$ cat src/rtl/cpu_mem_pkg.sv
// Shared definitions for the CPU RAM port arbiter: FSM states, port IDs,
// latency bounds and the access-length helper.
package cpu_mem_pkg;

  typedef enum logic [1:0] {
    IDLE   = 2'd0,
    ACCESS = 2'd1,
    DONE   = 2'd2
  } arb_state_e;

  typedef enum logic {
    PORT_IF = 1'b0,
    PORT_DM = 1'b1
  } port_id_e;

  localparam int unsigned MAX_RAM_LATENCY = 4;
  localparam int unsigned DEF_ADDR_W      = 32;
  localparam int unsigned DEF_DATA_W      = 32;
  localparam int unsigned CNT_W           = 3;

  typedef logic [CNT_W-1:0] cnt_t;

  // Writes retire after one RAM cycle; reads wait out the full RAM latency.
  function automatic cnt_t access_len(input logic we, input int unsigned lat);
    return we ? cnt_t'(1) : cnt_t'(lat);
  endfunction

endpackage

$ cat src/rtl/mem_arb_pick.sv
// Combinational IF/DM grant picker. Optional MEM_ARB_ROUND_ROBIN_EN makes
// ties alternate on the previous grant; otherwise DM has fixed priority.
module mem_arb_pick
  import cpu_mem_pkg::*;
(
  input  logic if_req,
  input  logic dm_req,
`ifdef MEM_ARB_ROUND_ROBIN_EN
  input  logic last_grant,
`endif
  output logic grant_dm,
  output logic valid
);

  always_comb begin
    valid = if_req | dm_req;
`ifdef MEM_ARB_ROUND_ROBIN_EN
    if (if_req && dm_req) begin
      grant_dm = (last_grant == logic'(PORT_IF));
    end else begin
      grant_dm = dm_req;
    end
`else
    grant_dm = dm_req;
`endif
  end

endmodule

$ cat src/rtl/mem_port_arbiter.sv
// Shares one RAM port between instruction fetch and the memory stage, with
// registered outputs and per-port done pulses. Macro: MEM_ARB_ROUND_ROBIN_EN.
module mem_port_arbiter
  import cpu_mem_pkg::*;
#(
  parameter int unsigned ADDR_W      = DEF_ADDR_W,
  parameter int unsigned DATA_W      = DEF_DATA_W,
  parameter int unsigned RAM_LATENCY = 1
) (
  input  logic              clk,
  input  logic              rst,
  input  logic              if_req,
  input  logic [ADDR_W-1:0] if_addr,
  output logic [DATA_W-1:0] if_rdata,
  output logic              if_done,
  input  logic              dm_req,
  input  logic              dm_we,
  input  logic [ADDR_W-1:0] dm_addr,
  input  logic [DATA_W-1:0] dm_wdata,
  output logic [DATA_W-1:0] dm_rdata,
  output logic              dm_done,
  output logic [ADDR_W-1:0] ram_addr,
  output logic [DATA_W-1:0] ram_wdata,
  output logic              ram_we,
  input  logic [DATA_W-1:0] ram_rdata,
  output logic              busy,
  output logic              grant_dm
);

  if (RAM_LATENCY < 1 || RAM_LATENCY > MAX_RAM_LATENCY) begin : g_bad_latency
    $error("mem_port_arbiter: RAM_LATENCY must be in 1..4");
  end

  arb_state_e        r_state;
  cnt_t              r_cnt;
  logic              r_is_wr;
  logic              r_grant_dm;
  logic [ADDR_W-1:0] r_ram_addr;
  logic [DATA_W-1:0] r_ram_wdata;
  logic              r_ram_we;
  logic [DATA_W-1:0] r_if_rdata;
  logic [DATA_W-1:0] r_dm_rdata;
  logic              r_if_done;
  logic              r_dm_done;
  logic              r_busy;

  logic w_grant_dm;
  logic w_valid;
  logic w_win_we;

  // The grant_dm register already records the previous winner, so it
  // doubles as the round-robin history.
  mem_arb_pick u_pick (
    .if_req     (if_req),
    .dm_req     (dm_req),
`ifdef MEM_ARB_ROUND_ROBIN_EN
    .last_grant (r_grant_dm),
`endif
    .grant_dm   (w_grant_dm),
    .valid      (w_valid)
  );

  assign w_win_we = w_grant_dm & dm_we;

  always_ff @(posedge clk or posedge rst) begin
    if (rst) begin
      r_state     <= IDLE;
      r_cnt       <= '0;
      r_is_wr     <= 1'b0;
      r_grant_dm  <= 1'b0;
      r_ram_addr  <= '0;
      r_ram_wdata <= '0;
      r_ram_we    <= 1'b0;
      r_if_rdata  <= '0;
      r_dm_rdata  <= '0;
      r_if_done   <= 1'b0;
      r_dm_done   <= 1'b0;
      r_busy      <= 1'b0;
    end else begin
      r_if_done <= 1'b0;
      r_dm_done <= 1'b0;
      r_ram_we  <= 1'b0;
      unique case (r_state)
        IDLE: begin
          if (w_valid) begin
            r_grant_dm  <= w_grant_dm;
            r_ram_addr  <= w_grant_dm ? dm_addr : if_addr;
            r_ram_wdata <= w_grant_dm ? dm_wdata : '0;
            r_ram_we    <= w_win_we;
            r_is_wr     <= w_win_we;
            r_cnt       <= access_len(w_win_we, RAM_LATENCY);
            r_busy      <= 1'b1;
            r_state     <= ACCESS;
          end
        end
        ACCESS: begin
          r_cnt <= r_cnt - cnt_t'(1);
          if (r_cnt == cnt_t'(1)) begin
            if (!r_is_wr) begin
              if (r_grant_dm) r_dm_rdata <= ram_rdata;
              else            r_if_rdata <= ram_rdata;
            end
            if (r_grant_dm) r_dm_done <= 1'b1;
            else            r_if_done <= 1'b1;
            r_state <= DONE;
          end
        end
        DONE: begin
          r_busy  <= 1'b0;
          r_state <= IDLE;
        end
        default: begin
          r_busy  <= 1'b0;
          r_state <= IDLE;
        end
      endcase
    end
  end

  assign if_rdata  = r_if_rdata;
  assign if_done   = r_if_done;
  assign dm_rdata  = r_dm_rdata;
  assign dm_done   = r_dm_done;
  assign ram_addr  = r_ram_addr;
  assign ram_wdata = r_ram_wdata;
  assign ram_we    = r_ram_we;
  assign busy      = r_busy;
  assign grant_dm  = r_grant_dm;

endmodule

$ cat config.mk
export PLATFORM = sky130hd
export DESIGN_NAME = mem_port_arbiter
export DESIGN_NICKNAME = d
export VERILOG_FILES = /design/src/rtl/cpu_mem_pkg.sv /design/src/rtl/mem_arb_pick.sv /design/src/rtl/mem_port_arbiter.sv
export SDC_FILE = /design/constraint.sdc
export NUM_CORES = 1
export LEC_CHECK = 0
export ABC_AREA = 1
export CAP_MARGIN = 40
export CORE_MARGIN = 3
export CORE_UTILIZATION = 40
export DETAILED_ROUTE_END_ITERATION = 10
export GPL_TIMING_DRIVEN = 0
export HOLD_SLACK_MARGIN = 0.05
export PLACE_DENSITY = 0.84
export REMOVE_ABC_BUFFERS = 1
export SETUP_SLACK_MARGIN = 0.4
export SKIP_LAST_GASP = 1
export SLEW_MARGIN = 0
export SYNTH_ARGS = -nofsm -noshare
export SYNTH_HDL_FRONTEND = slang
export SYNTH_SLANG_ARGS = --single-unit
$ cat constraint.sdc
create_clock -name clk -period 12.85 [get_ports clk]
set_clock_uncertainty 0.2 [all_clocks]
set_input_delay 2.57 -clock clk [delete_from_list [all_inputs] [get_ports clk]]
set_output_delay 2.57 -clock clk [all_outputs]
set_load 0.05 [all_outputs]
Word-level counts from Yosys, hierarchy flattened --
Cells that the tools add are included.
Operators by class: add/subtract/negate cells 1, equality and inequality tests 4, mux-type cells 17, bitwise gates (word level) 5, reductions and logical operators 8
Operators with widths (count):
- two-way mux 32 bit | 2
- two-way mux 1 bit | 9
- AND reduction 2 bit | 4
- AND reduction 4 bit | 2
- one-hot mux 3 bit (2 select lines) | 1
- two-way mux 2 bit | 2
- one-hot mux 2 bit (2 select lines) | 1
- == test 3 x 1 -> 1 bit, second input constant | 1
- two-way mux 3 bit | 1
- inverter 1 bit | 3
- subtractor 3 x 1 -> 3 bit, second input constant | 1
- == test 2 x 1 -> 1 bit, second input constant | 1
- logical NOT 2 bit | 1
- != test 2 x 1 -> 1 bit, second input constant | 1
- != test 2 bit, second input constant | 1
- one-hot mux 1 bit (2 select lines) | 1
- nonzero test 2 bit | 1
- bitwise AND 1 bit | 1
- bitwise OR 1 bit | 1
Word-level totals: flip-flop bits (word level) 139, input port bits 133, output and inout port bits 133, word-level logic and storage cells 47

Longest topological paths before layout --
word-level depth 3, gate-level depth with buffers 8, gate-level depth less buffers 7

Cells and area by module --
Synthesis repeated with hierarchy kept, for this count alone.
Second synthesis, totals: cells, all modules 705, area total of the unflattened synthesis 5803.1 um2
By module, submodules not included:
- mem_port_arbiter | instances 1, cells an instance 701, area an instance 5784.3 um2, seq. area each 3478.3 um2
- mem_arb_pick | instances 1, cells an instance 4, area an instance 18.8 um2, seq. area each 0.0 um2

Worst setup path after synthesis --
OpenSTA, ideal clock, no wires.
path type input-to-reg, start input port dm_req, end register r_cnt[0], setup time 116 ps, arrival time 3174 ps, setup slack 9360 ps, cell stages on the path 7, cells stage by stage inv_1 nand2_1 nand2_2 buf_2 nand2_1 nand2_1 nand2_1
Between the ends: cells in the longest elaborated chain, start to end 3
Ends and longest elaborated chain:
- from (decl) | RTL line mem_port_arbiter.sv:16 | input logic dm_req,
- bitwise OR 1 bit | RTL line mem_arb_pick.sv:16 | valid = if_req | dm_req;
- != test 2 x 1 -> 1 bit (no line)
- AND reduction 2 bit (no line)
- to (signal assigned) | RTL line mem_port_arbiter.sv:91 | r_cnt <= access_len(w_win_we, RAM_LATENCY);
- to (signal assigned) | RTL line mem_port_arbiter.sv:97 | r_cnt <= r_cnt - cnt_t'(1);
- to (decl) | RTL line mem_port_arbiter.sv:35 | cnt_t r_cnt;
Every way passes these cells. A chain may end at the register's enable or synchronous reset.

Worst setup path in the final report --
start input port dm_req, end register r_ram_addr[13], in the netlist ram_addr[13]
Between the ends: cells in the longest elaborated chain, start to end 2, elaborated cells between the ends (all ways) 3
Ends and longest elaborated chain:
- bitwise OR 1 bit | RTL line mem_arb_pick.sv:16
- AND reduction 2 bit (no line)
- to (signal assigned) | RTL line mem_port_arbiter.sv:87 | r_ram_addr <= w_grant_dm ? dm_addr : if_addr;
- to (decl) | RTL line mem_port_arbiter.sv:38 | logic [ADDR_W-1:0] r_ram_addr;
Parallel ways exist; a longest one is shown, timed or not.

==> flow_metrics.env <==
export IMPL_wl_met3_um=1820
export IMPL_crit_family="buffers and inverters"
export IMPL_syn_to_final_growth_pct=59.6
export IMPL_vias=5590
export IMPL_first_iter_violations=375
export IMPL_power_density_nw_per_um2=310
export IMPL_num_rows=43
export IMPL_ys_ff_latch=139
export IMPL_gp_congestion=0.840
export IMPL_setup_viol=0
export IMPL_max_cap_viol_count=0
export IMPL_grt_pass1_wl_um=27300
export IMPL_grt_pass1_vias=5470
export IMPL_critPathLaunchType="input pin"
export IMPL_drcViolationCount=0
export IMPL_highest_layer="met4"
export IMPL_clock_sinks=139
export IMPL_vdd_drop_max_mv=0.199
export IMPL_insertion_delay_ns=0.41
export IMPL_clockBufferDepth=2
export IMPL_dieArea_um2=16000
export IMPL_period_share=0.403
export IMPL_drtAntennaViolNets=0
export IMPL_min_period_ns=5.18
export IMPL_status="completed"
export IMPL_tritoncts="yes"
export IMPL_power_total_mw=2.88
export IMPL_final_common_cell="nand2_1"
export IMPL_setup_tns_ns=0
export IMPL_synthCells=710
export IMPL_post_drt_wl_per_cell_um=15.1
export IMPL_synth_area_um2=5820
export IMPL_io_buffers=265
export IMPL_slew_headroom=0.444
export IMPL_slowest_delay_ns=0.49
export IMPL_fill_cells=1142
export IMPL_final_cell_mix="nand2_1, clkdlybuf4s50_1, dfrtp_1, nand3_1, clkbuf_16"
export IMPL_post_cts_buffers=0
export IMPL_io_pins=266
export IMPL_grt_max_degree=73
export IMPL_die_h_um=127
export IMPL_die_w_um=127
export IMPL_rsz0062_at_grt="false"
export IMPL_p_leak_nw=4.63
export IMPL_first_pass_iters=5
export IMPL_hold_viol=0
export IMPL_critPathMaxFanout=37
export IMPL_dr_wl_met2_um=8240
export IMPL_wl_met1_um=6990
export IMPL_core_area_um2=14000
export IMPL_cts_hold_buffers=0
export IMPL_dp_final_hpwl_um=12300
export IMPL_crit_path_frequent_cell="nand2_1"
export IMPL_cp_arrival_ns=5.32
export IMPL_postCtsResizedCells=0
export IMPL_drive_gt1_frac=0.0543
export IMPL_grt_usage=0.214
export IMPL_grt_overflow_total=0
export IMPL_yosysUniqueCellTypes=17
export IMPL_avgSynthCellArea_um2=8.19
export IMPL_slew_violations=0
export IMPL_worstSetupEndpointType="register"
export IMPL_timing_fmax_mhz=193
export IMPL_slowest_stage="buf_2"
export IMPL_drt_wl_total_um=17500
export IMPL_layout_nets=1098
export IMPL_clockRootBuffer="clkbuf_16"
export IMPL_hold_class="register to register"
export IMPL_cp_cell_sequence="buf_2 > inv_1 > buf_16 > nand2_1 > nand2_2 > buf_12 > inv_2 > nand2_1 > nand2_1"
export IMPL_tightest_slew_ns=0.832
export IMPL_initial_utilization=0.414
export IMPL_seq_area_frac_synth=0.598
export IMPL_layout_cells_non_filler=1156
export IMPL_worstPathRequired_ns=12.99
export IMPL_path_clk_slew_ns=0.06
export IMPL_cts_buffers=17
export IMPL_diodes=0
export IMPL_grt_antenna_before_repair=0
export IMPL_vias_per_cell=4.84
export IMPL_dpl_cell_count=1124
export IMPL_yosys_warnings=0
export IMPL_cts_max_level=4
export IMPL_crit_buf_inv=5
export IMPL_critPathKind="input pin to register"
export IMPL_final_util=0.661
[metal layers]
layer,global-route usage,vias to the layer above
met5,0,-
met4,0.0820,0
met3,0.0720,31
met2,0.346,275
met1,0.268,2590
li1,-,2694
[area by class of cell]
cell class / count / area (um2) / area share
sequential: 139 / 3480 / 0.375
inverter: 13 / 53.8 / 0.00579
clock inverter: 12 / 161 / 0.0174
tap: 180 / 225 / 0.0243
clock buffer: 20 / 457 / 0.0492
multi-input combinational: 520 / 2100 / 0.226
timing repair buffer: 272 / 2810 / 0.303
[logic make-up after synthesis]
group / after synthesis / share of synthesized area
simple gates: 515 / 0.353
flops: 139 / 0.598
buf+inv: 51 / 0.0417
compound gates: 3 / 0.00258
fa+ha+maj: 2 / 0.00430
[worst register-to-register path, stage by stage, from the launching register on]
cell	delay, ns
dfrtp_1	0.45
nor2_4	0.63
nand2_2	0.63
buf_12	0.38
inv_2	0.46
nand2_1	0.13
nand2_1	0.10
[per-stage QoR]
stage                     setup slack [ns]  area, um2  hold WS [ns]
after floorplan                       6.36       5620         0.269
after global placement                4.36       8500         0.252
after detailed placement              7.20       8670         0.258
after CTS                             7.63       9290         0.272
after global routing                  7.34       9290         0.290
final                                 7.67       9290         0.269
[Yosys cell counts]
cell type / number / area share
nor2_4: 2 / 0.0039
inv_2: 3 / 0.0019
nand2_2: 2 / 0.0022
inv_1: 10 / 0.0065
or2_2: 2 / 0.0022
dfrtp_1: 139 / 0.60
nand3_1: 69 / 0.059
nor2_1: 7 / 0.0045
nand3_2: 1 / 0.0017
o21ai_1: 2 / 0.0017
nor2_2: 2 / 0.0022
o21ai_0: 1 / 0.00086
buf_2: 20 / 0.017
ha_1: 2 / 0.0043
nand2_1: 430 / 0.28
buf_4: 7 / 0.0090
clkbuf_1: 11 / 0.0071
[registers in the layout (all words and copies together) (netlist names)]
| register | count |
|---|---|
| busy | 1 |
| dm_done | 1 |
| dm_rdata | 32 |
| grant_dm | 1 |
| if_done | 1 |
| if_rdata | 32 |
| r_cnt | 3 |
| r_is_wr | 1 |
| r_state | 2 |
| ram_addr | 32 |
| ram_wdata | 32 |
| ram_we | 1 |
[final timing paths]
kind,startpoint,endpoint,slack [ns],depth (start not counted)
min in group asynchronous,rst,ram_addr[7],2.43,2
worst min register to register,dm_rdata[20],dm_rdata[20],0.27,2
worst min-delay path,dm_rdata[20],dm_rdata[20],0.27,2
worst max register to register,r_state[0],ram_addr[13],9.80,6
worst max-delay path,dm_req,ram_addr[13],7.67,9
max in group asynchronous,rst,r_cnt[1],9.24,3
[where the power goes]
group	leakage, nW	switching [mW]	internal (mW)
combinational	2.61	1.11	0.499
sequential	1.72	0.120	0.646
clock	0.299	0.191	0.318
No activity file was read; power rests on OpenSTA's default activity.
